### src/rtl/rv_pkg.sv
// rtl/rv_pkg.sv - shared format codes, opcodes and immediate limits
package rv_pkg;

    typedef enum logic [1:0] {
        FMT_R = 2'b00,
        FMT_I = 2'b01,
        FMT_S = 2'b10,
        FMT_B = 2'b11
    } fmt_e;

    localparam logic [6:0] OP_IMM    = 7'b0010011;
    localparam logic [6:0] OP_STORE  = 7'b0100011;
    localparam logic [6:0] OP_BRANCH = 7'b1100011;
    localparam logic [6:0] OP_R      = 7'b0110011;

    localparam int IMM12_MIN = -2048;
    localparam int IMM12_MAX = 2047;
    localparam int IMM13_MIN = -4096;
    localparam int IMM13_MAX = 4094;

endpackage

### src/rtl/instr_encoder_if.sv
// rtl/instr_encoder_if.sv - field input and encoded-word output handshakes
interface instr_encoder_if #(
    parameter int ADDR_W = 32
);
    logic              in_valid_i;
    logic              in_ready_o;
    logic [1:0]        fmt_i;
    logic [6:0]        opcode_i;
    logic [4:0]        rd_i;
    logic [4:0]        rs1_i;
    logic [4:0]        rs2_i;
    logic [2:0]        funct3_i;
    logic [6:0]        funct7_i;
    logic [31:0]       imm_i;
    logic              out_valid_o;
    logic              out_ready_i;
    logic [31:0]       inst_o;
    logic [ADDR_W-1:0] addr_o;
    logic              err_o;
    logic [7:0]        err_cnt_o;

    modport slave (
        input  in_valid_i, fmt_i, opcode_i, rd_i, rs1_i, rs2_i, funct3_i, funct7_i, imm_i, out_ready_i,
        output in_ready_o, out_valid_o, inst_o, addr_o, err_o, err_cnt_o
    );

    modport master (
        output in_valid_i, fmt_i, opcode_i, rd_i, rs1_i, rs2_i, funct3_i, funct7_i, imm_i, out_ready_i,
        input  in_ready_o, out_valid_o, inst_o, addr_o, err_o, err_cnt_o
    );
endinterface

### src/rtl/imm_pack.sv
// rtl/imm_pack.sv - scatters fields and immediate into an R/I/S/B word and flags range legality
module imm_pack
    import rv_pkg::*;
(
    input  logic [1:0]         fmt,
    input  logic [6:0]         opcode,
    input  logic [4:0]         rd,
    input  logic [4:0]         rs1,
    input  logic [4:0]         rs2,
    input  logic [2:0]         funct3,
    input  logic [6:0]         funct7,
    input  logic signed [31:0] imm,
    output logic [31:0]        inst,
    output logic               legal
);

    always_comb begin
        inst  = {funct7, rs2, rs1, funct3, rd, opcode};
        legal = 1'b1;
        case (fmt)
            FMT_R: begin
                inst  = {funct7, rs2, rs1, funct3, rd, opcode};
                legal = 1'b1;
            end
            FMT_I: begin
                inst  = {imm[11:0], rs1, funct3, rd, opcode};
                legal = (imm >= IMM12_MIN) && (imm <= IMM12_MAX);
            end
            FMT_S: begin
                inst  = {imm[11:5], rs2, rs1, funct3, imm[4:0], opcode};
                legal = (imm >= IMM12_MIN) && (imm <= IMM12_MAX);
            end
            FMT_B: begin
                // Branch offsets are halfword multiples, so bit 0 has no slot and must be clear
                inst  = {imm[12], imm[10:5], rs2, rs1, funct3, imm[4:1], imm[11], opcode};
                legal = (imm >= IMM13_MIN) && (imm <= IMM13_MAX) && !imm[0];
            end
            default: begin
                inst  = {funct7, rs2, rs1, funct3, rd, opcode};
                legal = 1'b1;
            end
        endcase
    end

endmodule

### src/rtl/instr_encoder.sv
// rtl/instr_encoder.sv - encodes instruction fields into a 2-entry address-tagged output FIFO
module instr_encoder
    import rv_pkg::*;
#(
    parameter int                ADDR_W    = 32,
    parameter logic [ADDR_W-1:0] ADDR_BASE = '0
) (
    input  logic          clk_i,
    input  logic          rst_i,
    instr_encoder_if.slave bus
);

    logic [31:0]       word;
    logic              legal;
    logic [1:0]        count;
    logic [31:0]       head_q;
    logic [31:0]       tail_q;
    logic [ADDR_W-1:0] addr_q;
    logic              err_q;
    logic [7:0]        err_cnt_q;
    logic              accept;
    logic              push;
    logic              pop;

    imm_pack u_imm_pack (
        .fmt    (bus.fmt_i),
        .opcode (bus.opcode_i),
        .rd     (bus.rd_i),
        .rs1    (bus.rs1_i),
        .rs2    (bus.rs2_i),
        .funct3 (bus.funct3_i),
        .funct7 (bus.funct7_i),
        .imm    (bus.imm_i),
        .inst   (word),
        .legal  (legal)
    );

    assign accept = bus.in_valid_i && (count != 2'd2);
    assign push   = accept && legal;
    assign pop    = (count != 2'd0) && bus.out_ready_i;

    // Head is a dedicated register so the output holds its last word once the FIFO drains
    always_ff @(posedge clk_i) begin
        if (rst_i) begin
            count     <= 2'd0;
            head_q    <= 32'd0;
            tail_q    <= 32'd0;
            addr_q    <= ADDR_BASE;
            err_q     <= 1'b0;
            err_cnt_q <= 8'd0;
        end else begin
            err_q <= accept && !legal;
            if (accept && !legal && (err_cnt_q != 8'hFF)) begin
                err_cnt_q <= err_cnt_q + 8'd1;
            end
            if (pop) begin
                addr_q <= addr_q + ADDR_W'(4);
            end
            if (push && ((count == 2'd0) || pop)) begin
                head_q <= word;
            end else if (pop && (count == 2'd2)) begin
                head_q <= tail_q;
            end
            if (push && (count == 2'd1) && !pop) begin
                tail_q <= word;
            end
            count <= count + {1'b0, push} - {1'b0, pop};
        end
    end

    assign bus.in_ready_o  = (count != 2'd2);
    assign bus.out_valid_o = (count != 2'd0);
    assign bus.inst_o      = head_q;
    assign bus.addr_o      = addr_q;
    assign bus.err_o       = err_q;
    assign bus.err_cnt_o   = err_cnt_q;

endmodule
### src/flat_wrapper.sv
// flat-port wrapper written by rule: the top's interface ports become plain ports
module instr_encoder_flat import rv_pkg::*;
#(
    parameter int                ADDR_W    = 32,
    parameter logic [ADDR_W-1:0] ADDR_BASE = '0
)
  (clk_i, rst_i, bus_in_valid_i, bus_fmt_i, bus_opcode_i, bus_rd_i, bus_rs1_i, bus_rs2_i, bus_funct3_i, bus_funct7_i, bus_imm_i, bus_out_ready_i, bus_in_ready_o, bus_out_valid_o, bus_inst_o, bus_addr_o, bus_err_o, bus_err_cnt_o);
  instr_encoder_if #(.ADDR_W(ADDR_W)) bus_i ();
  input  logic clk_i;
  input  logic rst_i;
  input wire logic [$bits(bus_i.in_valid_i)-1:0] bus_in_valid_i;
  input wire logic [$bits(bus_i.fmt_i)-1:0] bus_fmt_i;
  input wire logic [$bits(bus_i.opcode_i)-1:0] bus_opcode_i;
  input wire logic [$bits(bus_i.rd_i)-1:0] bus_rd_i;
  input wire logic [$bits(bus_i.rs1_i)-1:0] bus_rs1_i;
  input wire logic [$bits(bus_i.rs2_i)-1:0] bus_rs2_i;
  input wire logic [$bits(bus_i.funct3_i)-1:0] bus_funct3_i;
  input wire logic [$bits(bus_i.funct7_i)-1:0] bus_funct7_i;
  input wire logic [$bits(bus_i.imm_i)-1:0] bus_imm_i;
  input wire logic [$bits(bus_i.out_ready_i)-1:0] bus_out_ready_i;
  output wire logic [$bits(bus_i.in_ready_o)-1:0] bus_in_ready_o;
  output wire logic [$bits(bus_i.out_valid_o)-1:0] bus_out_valid_o;
  output wire logic [$bits(bus_i.inst_o)-1:0] bus_inst_o;
  output wire logic [$bits(bus_i.addr_o)-1:0] bus_addr_o;
  output wire logic [$bits(bus_i.err_o)-1:0] bus_err_o;
  output wire logic [$bits(bus_i.err_cnt_o)-1:0] bus_err_cnt_o;
  assign bus_i.in_valid_i = bus_in_valid_i;
  assign bus_i.fmt_i = bus_fmt_i;
  assign bus_i.opcode_i = bus_opcode_i;
  assign bus_i.rd_i = bus_rd_i;
  assign bus_i.rs1_i = bus_rs1_i;
  assign bus_i.rs2_i = bus_rs2_i;
  assign bus_i.funct3_i = bus_funct3_i;
  assign bus_i.funct7_i = bus_funct7_i;
  assign bus_i.imm_i = bus_imm_i;
  assign bus_i.out_ready_i = bus_out_ready_i;
  assign bus_in_ready_o = bus_i.in_ready_o;
  assign bus_out_valid_o = bus_i.out_valid_o;
  assign bus_inst_o = bus_i.inst_o;
  assign bus_addr_o = bus_i.addr_o;
  assign bus_err_o = bus_i.err_o;
  assign bus_err_cnt_o = bus_i.err_cnt_o;
  instr_encoder #(.ADDR_W(ADDR_W), .ADDR_BASE(ADDR_BASE)) u_core (.clk_i(clk_i), .rst_i(rst_i), .bus(bus_i));
endmodule
### config.mk
export PLATFORM = sky130hd
export DESIGN_NAME = instr_encoder_flat
export DESIGN_NICKNAME = d
export VERILOG_FILES = /design/src/rtl/rv_pkg.sv /design/src/rtl/instr_encoder_if.sv /design/src/rtl/imm_pack.sv /design/src/rtl/instr_encoder.sv /design/src/flat_wrapper.sv
export SDC_FILE = /design/constraint.sdc
export NUM_CORES = 1
export LEC_CHECK = 0
export CAP_MARGIN = 20
export CORE_ASPECT_RATIO = 0.8
export CORE_MARGIN = 10
export CORE_UTILIZATION = 49
export CTS_BUF_LIST = sky130_fd_sc_hd__clkbuf_2 sky130_fd_sc_hd__clkbuf_4 sky130_fd_sc_hd__clkbuf_8
export DETAILED_ROUTE_END_ITERATION = 8
export PLACE_DENSITY = 0.83
export SLEW_MARGIN = 25
export SYNTH_ARGS = -nofsm -noshare
export SYNTH_HDL_FRONTEND = slang
export SYNTH_SLANG_ARGS = --single-unit
### constraint.sdc
create_clock -name clk_i -period 4.27 [get_ports clk_i]
set_input_delay 1.281 -clock clk_i [delete_from_list [all_inputs] [get_ports clk_i]]
set_output_delay 1.281 -clock clk_i [all_outputs]
set_load 0.01 [all_outputs]
==> reports/qor.csv, run 1 <==
metric,value,unit
Reg-to-Reg Start,u_core.bus.err_cnt_o[0]$_SDFFE_PP0P_,
"top cells by area, synth","dfxtp_1 (44%), nor2_1 (7.0%), o2bb2ai_1 (5.6%)",
gpl congestion,0.902,
post-route cell area,0.00643,mm^2
Site Rows,32,
Routed WL,14200,um
Clock Pin Slew Worst Setup and Hold Paths,0.09,ns
CTS Buffer Depth,2,
Final Max Slew Viols,0,
Worst Skew,0.0107,ns
Starting Density,0.501,
Inserted Clock Buffers,9,
CP max-delay cell,clkdlybuf4s50_1,
first-pass GRT wire length,22600,um
GRT overflow,0,
main flop type after synthesis,dfxtp_1,
P&R area growth vs syn,33.8,%
Avg Inst Size Synth,9.13,um^2
Die Area,0.0142,mm^2
ratio of cells with drive above 1 in the final layout,0.0611,
first drt pass iteration count,5,
largest net degree at the start of global routing,63,
Least-Margin Pin Slew,0.714,ns
Post-CTS Resized,0,
Die H,109,um
CP Launch Type,input port,
register bit total from synthesis,105,
drt wl/cell,18.3,um
Setup Buffers After CTS,0,
Max-cap violations,0,
HP Class,register to register,
"Hold Vio Cnt, Final",0,
Starting DRT DRC Count,258,
VDD IR-drop max,0.256,mV
Ant. Diodes,0,
"Clk Latency, worst-skew pair",0.38,ns
CP Class,input port to register,
DIE WIDTH,131,um
crit-path cells,clkdlybuf4s50_1 > inv_1 > ha_1 > a32o_1 > a31o_4 > nor4b_1 > and3_1 > mux2_2,
H-tree level count,3,
Slew headroom,0.524,
Setup WS pre-CTS,0.203,ns
root buf cell,clkbuf_8,
share of the synthesized area in the top cell type,0.437,
crit-path max FO,7,
vias in the first global route,4507,
status,completed,
DP Area,0.00625,mm^2
CTS tree,yes,
Hold Startpoint,u_core.bus.inst_o[14]$_SDFFE_PP0P_,
Final setup violation count,0,
Post-synth EDFFs,0,
Post-CTS Hold Buffers,0,
number of distinct library cells after synthesis,49,
CORE AREA,0.00961,mm^2
via count,4429,
CTS Sinks,105,
fin crit share,0.865,
critical path buffer and inverter count,2,
I/O pins,145,
filler instances,752,
"slowest stage delay, CP",0.64,ns
Final #Nets,730,
DPL Wire Length,10500,um
post-route setup slack,0.577,ns
synthesized area,0.00481,mm^2
utilization after layout,0.670,
Via-to-Cell Ratio,5.72,
CP arrival,3.96,ns
Static Leakage,0.00215,uW
# DRC,0,
"Seq/Total Area, Yosys",0.437,
initial antenna violation count,0,
FF/Latch Area,0.00210,mm^2
asr flop ratio synth,0,
"Warnings, synthesis",0,
cell area power density,346,mW/mm^2
port buffer count,142,
fmax,271,MHz
Final min period,3.69,ns
Cells after Synth,527,
required time worst endpoint,4.54,ns
footprint of the multi-input gates,0.00246,mm^2
CP Capture Type,register,
Tot GR Track Use,0.198,
Synth area leader,dfxtp_1,
Critical Path Start,bus_fmt_i[1],
critical path's top delay family,buffers and inverters,
DRT antenna net count,0,
unrepaired setup endpoints after global routing,false,
Setup TNS Final,0,ns
==> worst paths after layout <==
kind	end	slack, ns	cells after the start
max	u_core.bus.err_cnt_o[5]$_SDFFE_PP0P_	0.58	8
max reg2reg	u_core.bus.err_cnt_o[5]$_SDFFE_PP0P_	2.02	6
min reg2reg	u_core.bus.inst_o[14]$_SDFFE_PP0P_	0.47	1
min	u_core.bus.inst_o[14]$_SDFFE_PP0P_	0.47	1
==> worst register-to-register path: stages (launching register included) <==
cell,delay (ns)
dfxtp_1,0.35
ha_1,0.24
and3_1,0.23
a31o_2,0.27
nor4b_1,0.48
and3_1,0.24
mux2_2,0.33
==> Yosys cell counts (2+ instances only) <==
cell type and instances:
a211oi_1 17, a21oi_1 23, a22oi_1 23, a31o_2 3
a32oi_1 16, and2_1 2, and3_1 7, buf_2 3
buf_4 2, buf_6 6, clkbuf_1 25, dfxtp_1 105
ha_1 9, inv_1 14, mux2i_1 21, nand2_1 16
nand2b_1 2, nand3_1 10, nand4_1 13, nor2_1 90
nor2b_1 5, nor3_1 3, nor3_2 2, nor3b_1 7
nor4_1 6, o21ai_0 11, o2bb2ai_1 31, or2_2 4
or3_1 10, xnor2_1 14, xor2_1 9
==> state kept, by name (all words and copies together) (netlist names) <==
register,count
u_core.count,2
u_core.tail_q,32
u_core.bus.err_o,1
u_core.bus.addr_o,30
u_core.bus.err_cnt_o,8
u_core.bus.inst_o,32
==> per-stage QoR <==
| step | hold slack [ns] | power [uW] | instances |
|---|---|---|---|
| after floorplan | 0.461 | 1410 | 528 |
| after global placement | 0.443 | 1620 | 759 |
| after detailed placement | 0.446 | 1640 | 759 |
| after CTS | 0.474 | 2240 | 774 |
| after global routing | 0.484 | 2330 | 774 |
| final | 0.473 | 2230 | 774 |
==> layout make-up <==
| cell class | instances | share of cell area |
|---|---|---|
| clock buffer | 11 | 0.0216 |
| clock inverter | 4 | 0.00700 |
| inverter | 14 | 0.00817 |
| multi-input combinational | 372 | 0.383 |
| sequential | 105 | 0.327 |
| tap | 119 | 0.0231 |
| timing repair buffer | 149 | 0.231 |
==> where the power goes <==
group / switching [uW] / leakage, uW / internal [uW]
clock: 323 / 0.0000998 / 279
combinational: 305 / 0.00120 / 251
sequential: 43.3 / 0.000848 / 1030
==> logic make-up after synthesis <==
kind of cell | share of synthesized area
and+or+nand+nor | 0.188
AOI/OAI and AO/OA | 0.212
DFF | 0.437
buffers and inverters | 0.0515
xor gates and xnor gates | 0.0419
muxes | 0.0460
adders and majority gates | 0.0234
other | 0.000780
==> metal layers <==
metal	share of wire	vias up	global-route usage
met5	0	-	0
met4	0.021	0	0.0689
met3	0.073	24	0.0718
met2	0.47	116	0.324
met1	0.44	2122	0.236
li1	-	2167	-
==> layout by cell type, fill, tap and decap left out, types with 9 or more instances in the layout <==
| cell | count |
|---|---|
| a22oi_1 | 23 |
| inv_1 | 14 |
| mux2i_1 | 21 |
| nand4_1 | 13 |
| nor2_1 | 90 |
| a21oi_1 | 23 |
| xnor2_1 | 14 |
| a211oi_1 | 17 |
| nand2_1 | 16 |
| o2bb2ai_1 | 31 |
| clkdlybuf4s50_1 | 141 |
| o21ai_0 | 11 |
| or3_1 | 10 |
| dfxtp_1 | 105 |
| xor2_1 | 9 |
| nand3_1 | 10 |
| ha_1 | 9 |
| a32oi_1 | 16 |
| clkbuf_8 | 9 |
Note: power is estimated with default switching activity, not from simulation.
==> inputs of run 2 (changes only) <==
==> constraint.sdc (replaced) <==
create_clock -name clk_i -period 4.27 [get_ports clk_i]
set_input_delay 1.281 -clock clk_i [delete_from_list [all_inputs] [get_ports clk_i]]
set_output_delay 1.281 -clock clk_i [all_outputs]
set_load 0.1 [all_outputs]
==> reports/qor.csv, run 2 (same netlist as run 1, synthesis figures left out) <==
metric,value,unit,change
Starting DRT DRC Count,368,,+43%
# DRC,0,,unchanged
DRT antenna net count,0,,unchanged
Int Pwr,1590,uW,+2.1%
Worst Skew,0.00844,ns,-0.00230 ns
placed cell count,759,,unchanged
initial antenna violation count,0,,unchanged
Post-CTS Hold Buffers,0,,unchanged
"slowest stage delay, CP",0.64,ns,about the same
Final min period,3.67,ns,-0.0190 ns
drt wl/cell,18.3,um,-0.35%
CP max-delay cell,clkdlybuf4s50_1,,
cell area power density,398,mW/mm^2,+15%
CP Class,input port to register,,
switching pwr,982,uW,+46%
Setup TNS Final,0,ns,unchanged
fmax,272,MHz,+0.52%
Die H,109,um,unchanged
root buf cell,clkbuf_8,,
Clock Power Share,0.252,,-0.018
CP endpoint,u_core.bus.err_cnt_o[5]$_SDFFE_PP0P_,,
ratio of cells with drive above 1 in the final layout,0.0655,,+0.00448
largest net degree at the start of global routing,63,,unchanged
CTS Sinks,105,,unchanged
Die Area,0.0142,mm^2,unchanged
WL met1,5980,um,-3.7%
Least-Margin Pin Slew,1.06,ns,+0.349 ns
Clock Pin Slew Worst Setup and Hold Paths,0.10,ns,about the same
Post-CTS Resized,0,,unchanged
CTS tree,yes,,
routed length on met2,6910,um,+4.0%
Routed WL,14200,um,-0.22%
VDD IR-drop max,0.260,mV,+1.6%
P&R area growth vs syn,34.3,%,
Tot GR Track Use,0.196,,-0.00226
Final Max Slew Viols,0,,unchanged
Final setup violation count,0,,unchanged
Ant. Diodes,0,,unchanged
via count,4498,,+1.6%
required time worst endpoint,4.54,ns,about the same
vias in the first global route,4500,,-0.16%
unrepaired setup endpoints after global routing,false,,
CORE AREA,0.00961,mm^2,unchanged
I/O pins,145,,unchanged
status,completed,,
CP Capture Type,register,,
Setup Buffers After CTS,0,,unchanged
Static Leakage,0.00215,uW,+0.29%
H-tree level count,3,,unchanged
FF-to-FF End,u_core.bus.err_cnt_o[5]$_SDFFE_PP0P_,,
Top Layer Used,met4,,
met3 WL,1070,um,+2.7%
"Hold Vio Cnt, Final",0,,unchanged
HP Class,register to register,,
DIE WIDTH,131,um,unchanged
DPL Wire Length,10500,um,-0.40%
Comb power frac,0.331,,+0.081
"Clk Latency, worst-skew pair",0.37,ns,about the same
CP Launch Type,input port,,
crit-path cells,clkdlybuf4s50_1 > inv_1 > ha_1 > a32o_1 > a31o_4 > nor4b_1 > and3_1 > mux2_2,,
first drt pass iteration count,5,,unchanged
post-route cell area,0.00646,mm^2,+0.41%
Max-cap violations,0,,unchanged
Reg-to-Reg Start,u_core.bus.err_cnt_o[0]$_SDFFE_PP0P_,,
R2R Setup Slk,2.03,ns,about the same
"commonest non-fill, non-tap cell in the layout",clkdlybuf4s50_1,,
post-route insts no fill,775,,+0.13%
Critical Path Start,bus_fmt_i[1],,
fin crit share,0.860,,-0.00444
crit-path max FO,7,,unchanged
Hold Startpoint,u_core.bus.inst_o[22]$_SDFFE_PP0P_,,
Slew headroom,0.289,,-0.235
"commonest cells after routing, fill and taps aside","clkdlybuf4s50_1 (139), dfxtp_1 (105), nor2_1 (90)",,
Switching Share,0.382,,+0.0803
port buffer count,142,,unchanged
Final #Nets,730,,unchanged
DP Area,0.00625,mm^2,about the same
Starting Density,0.501,,unchanged
first-pass GRT wire length,22300,um,-1.3%
CP arrival,3.94,ns,-0.02 ns
Seq pwr share,0.417,,-0.063
CTS Buffer Depth,2,,unchanged
worst r2r path cells,6,,unchanged
Inserted Clock Buffers,9,,unchanged
GRT overflow,0,,unchanged
Via-to-Cell Ratio,5.80,,+1.4%
Site Rows,32,,unchanged
gpl congestion,0.903,,+0.13%
-- run 2: power by group through the flow --
stage | logic [uW] | clock network (uW) | registers (uW)
2_1_floorplan | 403 | 0 | 1310
3_3_place_gp | 834 | 0 | 1090
3_5_place_dp | 850 | 0 | 1090
4_1_cts | 853 | 664 | 1070
5_1_grt | 901 | 701 | 1080
6_report | 852 | 648 | 1070
-- run 2: how the worst min path moves through the flow --
| stage | to | cells after the start | slack (ns) |
|---|---|---|---|
| after global placement | u_core.bus.inst_o[26]$_SDFFE_PP0P_ | 1 | 0.44 |
| after detailed placement | u_core.bus.inst_o[2]$_SDFFE_PP0P_ | 1 | 0.45 |
| final | u_core.bus.inst_o[22]$_SDFFE_PP0P_ | 1 | 0.47 |
| after floorplan | u_core.tail_q[0]$_SDFFE_PP0P_ | 2 | 0.46 |
| after global routing | u_core.bus.inst_o[23]$_SDFFE_PP0P_ | 1 | 0.49 |
| after CTS | u_core.bus.inst_o[22]$_SDFFE_PP0P_ | 1 | 0.47 |
-- run 2: critical path: cells and delay by family --
family,cells,cell delay (ns)
multiplexers,1,0.34
AO/OA/AOI/OAI,2,0.47
adder cells (fa/ha/maj),1,0.32
buffers and inverters,2,0.81
AND/OR/NAND/NOR,2,0.73
-- run 2: area by class of cell --
| type | instances | area, um^2 |
|---|---|---|
| Timing Repair Buffer | 149 | 1480 |
| Tap cell | 119 | 149 |
| Clock inverter | 4 | 50.0 |
| Inverter | 14 | 52.6 |
| Multi-Input combinational cell | 372 | 2460 |
| Fill cell | 754 | 3150 |
| Sequential cell | 105 | 2100 |
| Clock buffer | 12 | 165 |
-- run 2: routing by layer --
metal | up-vias | global-route usage
met3 | 16 | 0.0655
met2 | 145 | 0.331
met5 | - | 0
met1 | 2166 | 0.232
met4 | 0 | 0.0571
li1 | 2171 | -
-- run 2: per-stage QoR --
step	hold slack, ns	utilization	power [uW]	setup slack (ns)
floorplan	0.461	-	1710	0.878
global placement	0.443	0.650	1920	0.286
detailed placement	0.447	0.650	1940	0.206
CTS	0.472	0.672	2590	0.605
global route	0.486	0.672	2680	0.403
finish	0.472	0.672	2570	0.596
==> inputs of run 3 (changes only) <==
--- a/config.mk
+++ b/config.mk
@@ -6,13 +6,11 @@
 export NUM_CORES = 1
 export LEC_CHECK = 0
 export CAP_MARGIN = 20
-export CORE_ASPECT_RATIO = 0.8
 export CORE_MARGIN = 10
 export CORE_UTILIZATION = 49
 export CTS_BUF_LIST = sky130_fd_sc_hd__clkbuf_2 sky130_fd_sc_hd__clkbuf_4 sky130_fd_sc_hd__clkbuf_8
 export DETAILED_ROUTE_END_ITERATION = 8
 export PLACE_DENSITY = 0.83
-export SLEW_MARGIN = 25
 export SYNTH_ARGS = -nofsm -noshare
 export SYNTH_HDL_FRONTEND = slang
 export SYNTH_SLANG_ARGS = --single-unit
==> reports/qor.csv, run 3 (same netlist as run 1, synthesis figures left out) <==
metric,value,unit,change
FF-to-FF End,u_core.bus.inst_o[9]$_SDFFE_PP0P_,,
ratio of cells with drive above 1 in the final layout,0.0625,,-0.00305
CORE AREA,0.00968,mm^2,+0.78%
GRT overflow,0,,unchanged
"Clk Latency, worst-skew pair",0.37,ns,about the same
R2R Setup Slk,2.09,ns,+0.06 ns
Post-CTS Resized,0,,unchanged
CP Launch Type,input port,,
fmax,274,MHz,+0.85%
P&R area growth vs syn,35.0,%,
post-route insts no fill,789,,+1.8%
I/O pins,145,,unchanged
Die H,119,um,+9.6%
Int Pwr,1570,uW,-1.1%
unrepaired setup endpoints after global routing,false,,
Setup Buffers After CTS,0,,unchanged
# DRC,0,,unchanged
"slowest stage delay, CP",0.61,ns,-0.03 ns
drt wl/cell,17.0,um,-6.9%
CP max-delay cell,clkdlybuf4s50_1,,
CP Class,input port to register,,
Die Area,0.0142,mm^2,-0.17%
Site Rows,36,,+13%
critical path buffer and inverter count,2,,unchanged
"commonest cells after routing, fill and taps aside","clkdlybuf4s50_1 (141), dfxtp_1 (105), nor2_1 (90)",,
Ant. Diodes,0,,unchanged
"Hold Vio Cnt, Final",0,,unchanged
WHS Path Cells,1,,unchanged
Worst Skew,0.0153,ns,+0.00685 ns
gpl congestion,0.843,,-6.7%
vias in the first global route,4492,,-0.18%
CP arrival,3.90,ns,-0.04 ns
crit-path max FO,16,,+9
Inserted Clock Buffers,9,,unchanged
Clock Power Share,0.251,,about the same
Least-Margin Pin Slew,1.02,ns,-0.0474 ns
CTS tree,yes,,
H-tree level count,3,,unchanged
Tot GR Track Use,0.181,,-0.0147
VDD IR-drop max,0.291,mV,+12%
Reg-to-Reg Start,u_core.count[0]$_SDFF_PP0_,,
initial antenna violation count,0,,unchanged
via count,4497,,-0.022%
first-pass GRT wire length,21900,um,-1.8%
CTS Sinks,105,,unchanged
DRT antenna net count,0,,unchanged
cell area power density,396,mW/mm^2,-0.58%
Switching Share,0.388,,+0.00656
CP Capture Type,register,,
first drt pass iteration count,5,,unchanged
DPL Wire Length,9770,um,-6.7%
required time worst endpoint,4.53,ns,about the same
Final #Nets,730,,unchanged
Via-to-Cell Ratio,5.70,,-1.8%
Comb power frac,0.330,,about the same
port buffer count,142,,unchanged
status,completed,,
Final setup violation count,0,,unchanged
Setup TNS Final,0,ns,unchanged
"commonest non-fill, non-tap cell in the layout",clkdlybuf4s50_1,,
Clock Pin Slew Worst Setup and Hold Paths,0.11,ns,about the same
hold endpoint,u_core.bus.inst_o[6]$_SDFFE_PP0P_,,
worst r2r path cells,6,,unchanged
crit-path cells,clkdlybuf4s50_1 > ha_1 > nor3b_1 > a21oi_1 > nor3_4 > o2111a_2 > buf_4 > nor2_1 > a211oi_1,,
post-route setup slack,0.627,ns,+0.0308 ns
Setup WS pre-CTS,0.290,ns,+0.0835 ns
Slew headroom,0.321,,+0.0317
HP Class,register to register,,
switching pwr,998,uW,+1.6%
fin crit share,0.853,,-0.00722
largest net degree at the start of global routing,110,,+75%
root buf cell,clkbuf_8,,
Post-CTS Hold Buffers,0,,unchanged
Seq pwr share,0.418,,about the same
Hold Startpoint,u_core.bus.inst_o[6]$_SDFFE_PP0P_,,
critical path's top delay family,buffers and inverters,,
Static Leakage,0.00216,uW,+0.17%
Starting DRT DRC Count,451,,+23%
Max-cap violations,0,,unchanged
Starting Density,0.497,,-0.00388
Routed WL,13400,um,-5.2%
Final min period,3.64,ns,-0.0308 ns
Final Max Slew Viols,0,,unchanged
placed cell count,772,,+1.7%
CTS Buffer Depth,2,,unchanged
DIE WIDTH,119,um,-8.9%
==> run 3: cell types whose count changed in the layout (fill, tap and decap cells not counted), sizes merged <==
cell,delta
buf,-2
clkbuf,-2
clkdlybuf4s50,+2
clkinv,+1
clkinvlp,-1
inv,+2
==> run 3: worst max path at each step <==
stage	from	end	slack [ns]	cells after the start
global placement	bus_fmt_i[1]	u_core.count[1]$_SDFF_PP0_	0.35	11
finish	bus_fmt_i[1]	u_core.tail_q[29]$_SDFFE_PP0P_	0.63	9
CTS	bus_fmt_i[1]	u_core.tail_q[29]$_SDFFE_PP0P_	0.65	9
detailed placement	bus_fmt_i[1]	u_core.bus.inst_o[22]$_SDFFE_PP0P_	0.29	9
global route	bus_fmt_i[1]	u_core.tail_q[30]$_SDFFE_PP0P_	0.50	9
floorplan	bus_fmt_i[0]	u_core.count[1]$_SDFF_PP0_	0.88	12
==> run 3: area by class of cell <==
| type | instances | area (um^2) |
|---|---|---|
| multi-input combinational | 372 | 2460 |
| sequential | 105 | 2100 |
| inverter | 14 | 52.6 |
| fill | 741 | 3190 |
| tap | 133 | 166 |
| clock buffer | 10 | 138 |
| timing repair buffer | 149 | 1500 |
| clock inverter | 6 | 75.1 |
==> run 3: routing by layer <==
metal  up-vias  part of all wire  track usage
met2       162              0.48        0.301
li1       2170                 -            -
met4         0             0.017       0.0519
met3        18             0.079       0.0614
met1      2147              0.42        0.217
met5         -                 0            0
==> run 3: per-stage QoR <==
step / power, uW / cell area (um^2) / utilization / hold WS (ns)
after detailed placement: 1940 / 6260 / 0.647 / 0.447
after floorplan: 1710 / 4810 / - / 0.461
final: 2570 / 6490 / 0.671 / 0.477
after global placement: 1920 / 6260 / 0.647 / 0.446
after global routing: 2690 / 6490 / 0.671 / 0.488
after CTS: 2580 / 6470 / 0.668 / 0.478
==> run 3: worst register-to-register path, delay by kind of cell, from the launching register on <==
| kind | cells | cell delay [ns] |
|---|---|---|
| and+or+nand+nor | 3 | 1.06 |
| AOI/OAI and AO/OA | 2 | 0.31 |
| buffers and inverters | 1 | 0.28 |
| DFF | 1 | 0.39 |
==> run 3: power by group through the flow <==
stage / clock network, uW / logic [uW] / registers, uW
2_1_floorplan: 0 / 403 / 1310
3_3_place_gp: 0 / 830 / 1090
3_5_place_dp: 0 / 845 / 1090
4_1_cts: 662 / 848 / 1070
5_1_grt: 709 / 902 / 1080
6_report: 646 / 849 / 1070
